<file path="config.mk">
export PLATFORM = sky130hd
export DESIGN_NAME = piradspi_subordinate
export DESIGN_NICKNAME = d
export VERILOG_FILES = /design/src/rtl/piradspi_subordinate.sv
export SDC_FILE = /design/constraint.sdc
export NUM_CORES = 1
export LEC_CHECK = 0
export CAP_MARGIN = 25
export CORE_MARGIN = 2
export CORE_UTILIZATION = 30
export DETAILED_ROUTE_END_ITERATION = 6
export PLACE_DENSITY_LB_ADDON = 0.15
export RECOVER_POWER = 25
export SYNTH_ARGS = -nofsm -noshare
export SYNTH_HDL_FRONTEND = slang
export SYNTH_SLANG_ARGS = --single-unit
</file>
<file path="constraint.sdc">
create_clock -name aclk -period 2.5 [get_ports aclk]
set_input_delay 0.5 -clock aclk [delete_from_list [all_inputs] [get_ports aclk]]
set_output_delay 0.5 -clock aclk [all_outputs]
set_load 0.02 [all_outputs]
</file>
<file path="src/rtl/piradspi_subordinate.sv">
// rtl/piradspi_subordinate.sv - SPI subordinate with AXI-stream rx/tx word ports
module piradspi_subordinate #(
    parameter int DATA_WIDTH  = 8,
    parameter int SYNC_STAGES = 2
) (
    input  logic                  aclk,
    input  logic                  areset,
    input  logic                  cpol,
    input  logic                  cpha,
    input  logic                  sclk,
    input  logic                  csn,
    input  logic                  mosi,
    output logic                  miso,
    output logic                  miso_oe,
    output logic [DATA_WIDTH-1:0] rx_tdata,
    output logic                  rx_tvalid,
    input  logic                  rx_tready,
    input  logic [DATA_WIDTH-1:0] tx_tdata,
    input  logic                  tx_tvalid,
    output logic                  tx_tready,
    output logic                  rx_overrun,
    output logic                  tx_underrun,
    input  logic                  err_clear,
    output logic                  frame_active,
    output logic [15:0]           word_count
);

    localparam int CW = $clog2(DATA_WIDTH) + 1;
    localparam logic [CW-1:0] LAST_BIT = CW'(DATA_WIDTH - 1);

    typedef enum logic [1:0] {
        ST_IDLE  = 2'd0,
        ST_LOAD  = 2'd1,
        ST_SHIFT = 2'd2
    } state_t;

    state_t                  state;
    logic [SYNC_STAGES-1:0]  sclk_sync;
    logic [SYNC_STAGES-1:0]  csn_sync;
    logic [SYNC_STAGES-1:0]  mosi_sync;
    logic                    sclk_d;
    logic                    csn_d;
    logic [SYNC_STAGES:0]    settle;
    logic                    armed;
    logic                    cpol_l;
    logic                    cpha_l;
    logic [DATA_WIDTH-1:0]   tx_shift;
    logic [DATA_WIDTH-1:0]   rx_shift;
    logic [CW-1:0]           bit_cnt;

    logic sclk_s;
    logic csn_s;
    logic mosi_s;
    logic sclk_rise;
    logic sclk_fall;
    logic lead_edge;
    logic trail_edge;
    logic sample_edge;
    logic shift_edge;
    logic csn_fall;
    logic csn_rise;
    logic word_done;
    logic [DATA_WIDTH-1:0] rx_word;

    assign sclk_s = sclk_sync[SYNC_STAGES-1];
    assign csn_s  = csn_sync[SYNC_STAGES-1];
    assign mosi_s = mosi_sync[SYNC_STAGES-1];

    assign sclk_rise = sclk_s & ~sclk_d;
    assign sclk_fall = ~sclk_s & sclk_d;

    // A falling csn only starts a frame once csn has been seen high after reset,
    // so a select already held low at reset release is not mistaken for a new frame.
    assign csn_fall = armed & csn_d & ~csn_s;
    assign csn_rise = ~csn_d & csn_s;

    assign lead_edge   = cpol_l ? sclk_fall : sclk_rise;
    assign trail_edge  = cpol_l ? sclk_rise : sclk_fall;
    assign sample_edge = cpha_l ? trail_edge : lead_edge;
    assign shift_edge  = cpha_l ? lead_edge : trail_edge;

    assign rx_word   = {rx_shift[DATA_WIDTH-2:0], mosi_s};
    assign word_done = (state == ST_SHIFT) && sample_edge && (bit_cnt == LAST_BIT) && !csn_rise;

    // The word is consumed during the single LOAD cycle, so the ready pulse is
    // exactly that cycle; an aborting csn edge in the same cycle consumes nothing.
    assign tx_tready = (state == ST_LOAD) && tx_tvalid && !csn_rise;
    assign miso      = tx_shift[DATA_WIDTH-1];
    assign miso_oe   = frame_active;

    // Synchronize the asynchronous SPI pins and keep one previous sample for edge detection
    always_ff @(posedge aclk or posedge areset) begin
        if (areset) begin
            sclk_sync <= '0;
            csn_sync  <= '1;
            mosi_sync <= '0;
            sclk_d    <= 1'b0;
            csn_d     <= 1'b1;
        end else begin
            sclk_sync <= {sclk_sync[SYNC_STAGES-2:0], sclk};
            csn_sync  <= {csn_sync[SYNC_STAGES-2:0], csn};
            mosi_sync <= {mosi_sync[SYNC_STAGES-2:0], mosi};
            sclk_d    <= sclk_s;
            csn_d     <= csn_s;
        end
    end

    // Arm frame detection once the synchronizers hold real pin data and csn is high
    always_ff @(posedge aclk or posedge areset) begin
        if (areset) begin
            settle <= '0;
            armed  <= 1'b0;
        end else begin
            settle <= {settle[SYNC_STAGES-1:0], 1'b1};
            if (settle[SYNC_STAGES] && csn_s) begin
                armed <= 1'b1;
            end
        end
    end

    // Frame FSM with shift registers, rx handshake, word counter and sticky flags
    always_ff @(posedge aclk or posedge areset) begin
        if (areset) begin
            state        <= ST_IDLE;
            cpol_l       <= 1'b0;
            cpha_l       <= 1'b0;
            tx_shift     <= '1;
            rx_shift     <= '0;
            bit_cnt      <= '0;
            rx_tdata     <= '0;
            rx_tvalid    <= 1'b0;
            rx_overrun   <= 1'b0;
            tx_underrun  <= 1'b0;
            frame_active <= 1'b0;
            word_count   <= '0;
        end else begin
            // Clearing comes first so a same-cycle setting event below wins.
            if (err_clear) begin
                rx_overrun  <= 1'b0;
                tx_underrun <= 1'b0;
            end

            if (rx_tvalid && rx_tready) begin
                rx_tvalid <= 1'b0;
            end

            if (word_done) begin
                if (!rx_tvalid || rx_tready) begin
                    rx_tdata  <= rx_word;
                    rx_tvalid <= 1'b1;
                end else begin
                    rx_overrun <= 1'b1;
                end
                if (word_count != 16'hFFFF) begin
                    word_count <= word_count + 16'd1;
                end
            end

            if (csn_rise) begin
                // Abort: partial rx bits and any loaded tx word are dropped.
                state        <= ST_IDLE;
                frame_active <= 1'b0;
                bit_cnt      <= '0;
                rx_shift     <= '0;
                tx_shift     <= '1;
            end else begin
                case (state)
                    ST_IDLE: begin
                        if (csn_fall) begin
                            state        <= ST_LOAD;
                            cpol_l       <= cpol;
                            cpha_l       <= cpha;
                            frame_active <= 1'b1;
                            word_count   <= '0;
                            bit_cnt      <= '0;
                            rx_shift     <= '0;
                        end
                    end
                    ST_LOAD: begin
                        if (tx_tvalid) begin
                            tx_shift <= tx_tdata;
                        end else begin
                            tx_shift    <= '1;
                            tx_underrun <= 1'b1;
                        end
                        bit_cnt <= '0;
                        state   <= ST_SHIFT;
                    end
                    ST_SHIFT: begin
                        if (sample_edge) begin
                            rx_shift <= rx_word;
                            if (bit_cnt == LAST_BIT) begin
                                bit_cnt <= '0;
                                state   <= ST_LOAD;
                            end else begin
                                bit_cnt <= bit_cnt + CW'(1);
                            end
                        end
                        // A shift edge before any sample of this word is skipped: the
                        // freshly loaded MSB must stay on miso until it has been sampled.
                        if (shift_edge && (bit_cnt != '0)) begin
                            tx_shift <= {tx_shift[DATA_WIDTH-2:0], 1'b1};
                        end
                    end
                    default: begin
                        state <= ST_IDLE;
                    end
                endcase
            end
        end
    end

endmodule

</file>
# Word level (Yosys, flattened, before mapping)

Cells that the tools add are included.

Add/sub/neg operators: 2
Equal/unequal tests: 8
Mux-type cells: 40
Bitwise operators: 10
Reductions and logical operators: 25

Operators by type and width:

| kind                    | count |
|---|---|
| $mux W16                | 5 |
| $mux W8                 | 3 |
| $mux W7                 | 3 |
| $mux W1                 | 17 |
| $add A16 B1 Y16 const B | 1 |
| $mux W4                 | 4 |
| $ne A16 B16 Y1 const B  | 1 |
| $pmux W8 S2             | 1 |
| $pmux W7 S2             | 1 |
| $pmux W4 S3             | 1 |
| $reduce_and A3 Y1       | 4 |
| $logic_and A1 B1 Y1     | 8 |
| $mux W2                 | 4 |
| $reduce_bool A4 Y1      | 2 |
| $ne A3 B2 Y1 const B    | 2 |
| $ne A3 B3 Y1 const B    | 2 |
| $pmux W2 S3             | 1 |
| $reduce_and A2 Y1       | 3 |
| $reduce_bool A3 Y1      | 2 |
| $and A1 B1 Y1           | 5 |
| $not A1 Y1              | 5 |
| $add A4 B1 Y4 const B   | 1 |
| $eq A4 B3 Y1 const B    | 1 |
| $reduce_bool A2 Y1      | 2 |
| other kinds (5)         | 6 |

Register bits after elaboration: 63
Output and inout bits: 31
Word-level logic and storage cells: 104

# Depth between registers and ports, before layout

Depth in word-level cells: 11
Depth in mapped cells: 8
Gate-level depth less buffers: 6

# Worst setup path after synthesis

OpenSTA, ideal clock, no wires.

Path type: register to register
From: register cpol_l
To: register word_count[11]
Library setup time: 0.066 ns
Arrival: 2.148 ns
Data required time: 2.434 ns
Slack: 0.286 ns
Cell stages (with the launch flop): 7
Cells stage by stage: dfrtp_1 xor2_1 mux2_4 or4_1 buf_2 or4_1 nand2_1

Cells in the longest elaborated chain, start to end: 9
Elaborated cells on any way between the ends: 10
Those cells by class: 7 x mux; 3 x reduce/logical

Ends and longest elaborated chain:

| item                                 | RTL line | RTL |
|---|---|---|
| start: declaration                   | 45       | `logic cpol_l;` |
| start signal: assignment             | 171      | `cpol_l <= cpol;` |
| $mux W1, on equally long branches    | 77, 78   |  |
| $mux W1 (*)                          | 79       | `assign sample_edge = cpha_l ? trail_edge : lead_edge;` |
| $logic_and A1 B1 Y1 (*) (3 in a row) | 83       | `assign word_done = (state == ST_SHIFT) && sample_edge && (bit_cnt == LAST_BIT) && !csn_rise;` |
| $mux W16 (*)                         | 147      | `if (word_done) begin` |
| $mux W16                             | 169      | `if (csn_fall) begin` |
| $mux W16                             | 167      | `case (state)` |
| $mux W16 (*)                         | 159      | `if (csn_rise) begin` |
| end signal: assignment               | 155      | `word_count <= word_count + 16'd1;` |
| end: declaration                     | 25       | `output logic [15:0] word_count` |

Mark *: on every way between the ends. The rest lies on a longest branch, timed or not.
A chain may end at the register's enable or synchronous reset.

# Worst setup path in the final report

From: register cpol_l
To: register word_count[3]

The elaborated chain is that of the path after synthesis.

==> metrics <==
status finished clean; leakage power around 0.0016 uW; CTS H-tree depth 3; vias in the first global route roughly 2,200; pwr dens 726.2 nW/um^2; CP bufs+invs 0; CTS sink cnt 63; Vias roughly 2,200; via-per-instance ratio around 4.9; routed wire length slightly above 6000 um; Synth cell types 39; Final Non-Filler Cells around 450; FMAX 445.1 MHz; Yosys top cell by area dfrtp_1; Die Footprint 10,110 um^2; P&R area growth vs syn 30.95%; antenna cells 0; 1st-pass router iterations 4; Chip Width ~100 um; wire per inst 13.60 um; TritonCTS buffer count 9; clock insertion delay at the later pin of the skew report between 0.3 and 0.4 ns; CP top delay family simple AND/OR/NAND/NOR gates; routability-driven placement congestion ratio about 0.83; Setup crit end kind flop; Max-cap violations 0; worst-path cell chain xor2_1 -> mux2_4 -> or3_1 -> or4_1 -> nand2_1; WP data required around 2.8 ns; headroom to the max-slew limit approximately 48%; Worst Setup Slack, final approximately 0.25 ns; Clock Tree Buf Depth 2; RSZ-0062 raised after global routing no; Hold Crit Class reg -> reg; DIE HEIGHT slightly above 100 um; share of cells above drive strength 1 between 10% and 20%; largest net degree at the start of global routing 34; max incr delay on CP about 0.57 ns; GRT Total Usage between 10% and 20%; # IOs a little under 50; utilization after layout around two fifths; Placed Cells ~430; post-synth top area share 46.51%; Final period util 89.87%; Setup Buffers After CTS 0; hpwl dp about 4300 um; # port buffers between 40 and 50; Least-Margin Pin Slew around 0.8 ns; first-pass GRT wire length 10,490 um; syn nets ~290; CTS Hold Bufs 0; Worst path slowest cell or3_1; Post-Syn Area around 2800 um^2; Critical Path Source Type flop; Initial DRC Count 74; core area around 9000 um^2; Synth warnings 0; most common cell after layout, fill and taps aside dfrtp_1; sequential share of the synthesized area between 50% and 60%; grt ovf 0; row count 35; worst endpoint data arrival time 2.52 ns; Final Power between 2000 and 3000 uW; most frequent cells in the layout dfrtp_1 (52), clkdlybuf4s50_1 (43), nand2_1 (41); WS Path Type reg -> reg; mean post-synth cell area ~10 um^2; setup TNS 0 ns; Period minus WS final 2.247 ns; Clock Root Buffer clkbuf_8; Cells after Synth 267; initial antenna violation count 0; pre-CTS WS roughly 0.22 ns; Crit Path Max Fanout 14; final max-slew violation count 0; antenna-violating nets left 0; Final #Nets roughly 350; Final setup viols 0; clk slew on worst S/H paths roughly 0.070 ns; starting density of the core between 30% and 40%; Synth area leaders dfrtp_1 (47%), dfstp_2 (10%), nand2_1 (5.5%), mux2i_1 (3.6%), mux2_2 (3.2%); VDD IR max about 0.23 mV; Seq cells post-synth 63; Max Clock Skew roughly 0.015 ns; DRC Markers 0; worst reg-to-reg setup slack between 0.2 and 0.3 ns; CTS tree built; # resized after CTS 0; Final Hold Fails 0
==> cells by family (layout without fill, tap and decap cells) <==
kind of cell / Yosys count / after routing / synth area share (%)
AOI/OAI and AO/OA: 49 / 49 / 10.06
xor gates and xnor gates: 4 / 4 / 1.252
adders and majority gates: 3 / 3 / 1.342
buffers and inverters: 16 / 86 / 2.415
DFF: 63 / 63 / 56.84
muxes: 19 / 19 / 7.335
other: 1 / 1 / 0.1340
and+or+nand+nor: 112 / 112 / 20.62
==> power by group <==
group	internal (uW)	total (uW)	leakage, uW	switching (uW)
registers	1190	1270	0.000811	80.3
clock network	413	801	0.0000857	388
logic	257	594	0.000694	337
total	1860	2660	0.00159	805
==> metrics by stage <==
stage	hold slack [ns]	area, um^2
final	0.3472	3664
after global routing	0.3535	3664
after CTS	0.3500	3676
after detailed placement	0.3347	3497
after global placement	0.3327	3497
after floorplan	0.3312	2798
==> registers in the layout (all words and copies together) (netlist names) <==
| register | count |
|---|---|
| rx_overrun | 1 |
| tx_shift | 8 |
| rx_shift | 7 |
| cpol_l | 1 |
| rx_tdata | 8 |
| rx_tvalid | 1 |
| sclk_d | 1 |
| armed | 1 |
| cpha_l | 1 |
| csn_sync | 2 |
| word_count | 16 |
| mosi_sync | 2 |
| frame_active | 1 |
| tx_underrun | 1 |
| csn_d | 1 |
| bit_cnt | 4 |
| sclk_sync | 2 |
| settle | 3 |
| state | 2 |
==> per-layer routing <==
metal  up-vias  global-route usage, %  wire length [um]
met4         0                  5.690               110
met2        64                  19.93              2649
met1      1034                  18.12              3029
met3        12                  3.537               302
li1       1084                      -                 -
met5         -                      0                 0
==> final timing paths <==
kind                                   startpoint                       to  cells past startpoint
max                            cpol_l$_DFFE_PP0P_  word_count[3]$_DFF_PP0_                      5
min                        sclk_sync[0]$_DFF_PP0_   sclk_sync[1]$_DFF_PP0_                      0
max reg2reg                    cpol_l$_DFFE_PP0P_  word_count[3]$_DFF_PP0_                      5
min reg2reg                sclk_sync[0]$_DFF_PP0_   sclk_sync[1]$_DFF_PP0_                      0
max in group asynchronous                  areset  rx_tdata[0]$_DFFE_PP0P_                      3
min in group asynchronous                  areset  word_count[0]$_DFF_PP0_                      2
==> cell type report <==
| class | count | area [um^2] |
|---|---|---|
| Fill cell | 924 | 5489 |
| Sequential cell | 63 | 1590 |
| Multi-Input combinational cell | 188 | 1140 |
| Timing Repair Buffer | 62 | 585.6 |
| Clock buffer | 13 | 158.9 |
| Tap cell | 111 | 138.9 |
| Inverter | 8 | 30.03 |
| Clock inverter | 3 | 20.02 |
==> synth_stat cells <==
cell type	number
a211oi_1	3
a21boi_0	1
a21o_1	1
a21oi_1	12
a31oi_1	1
and3_1	4
and3b_1	1
and4_1	4
and4b_1	1
buf_2	3
buf_4	1
clkbuf_1	4
conb_1	1
dfrtp_1	52
dfstp_2	11
ha_1	3
inv_1	8
mux2_2	8
mux2_4	1
mux2i_1	10
nand2_1	41
nand2b_1	7
nand3_1	12
nand4_1	5
nand4b_1	1
nor2_1	12
nor2b_1	5
nor3_1	3
nor3b_1	1
nor4_1	5
nor4bb_1	1
o211ai_1	3
o21ai_0	17
o22ai_1	10
o31ai_1	1
or3_1	6
or4_1	3
xnor2_1	1
xor2_1	3
No activity file was read; power rests on OpenSTA's default activity.
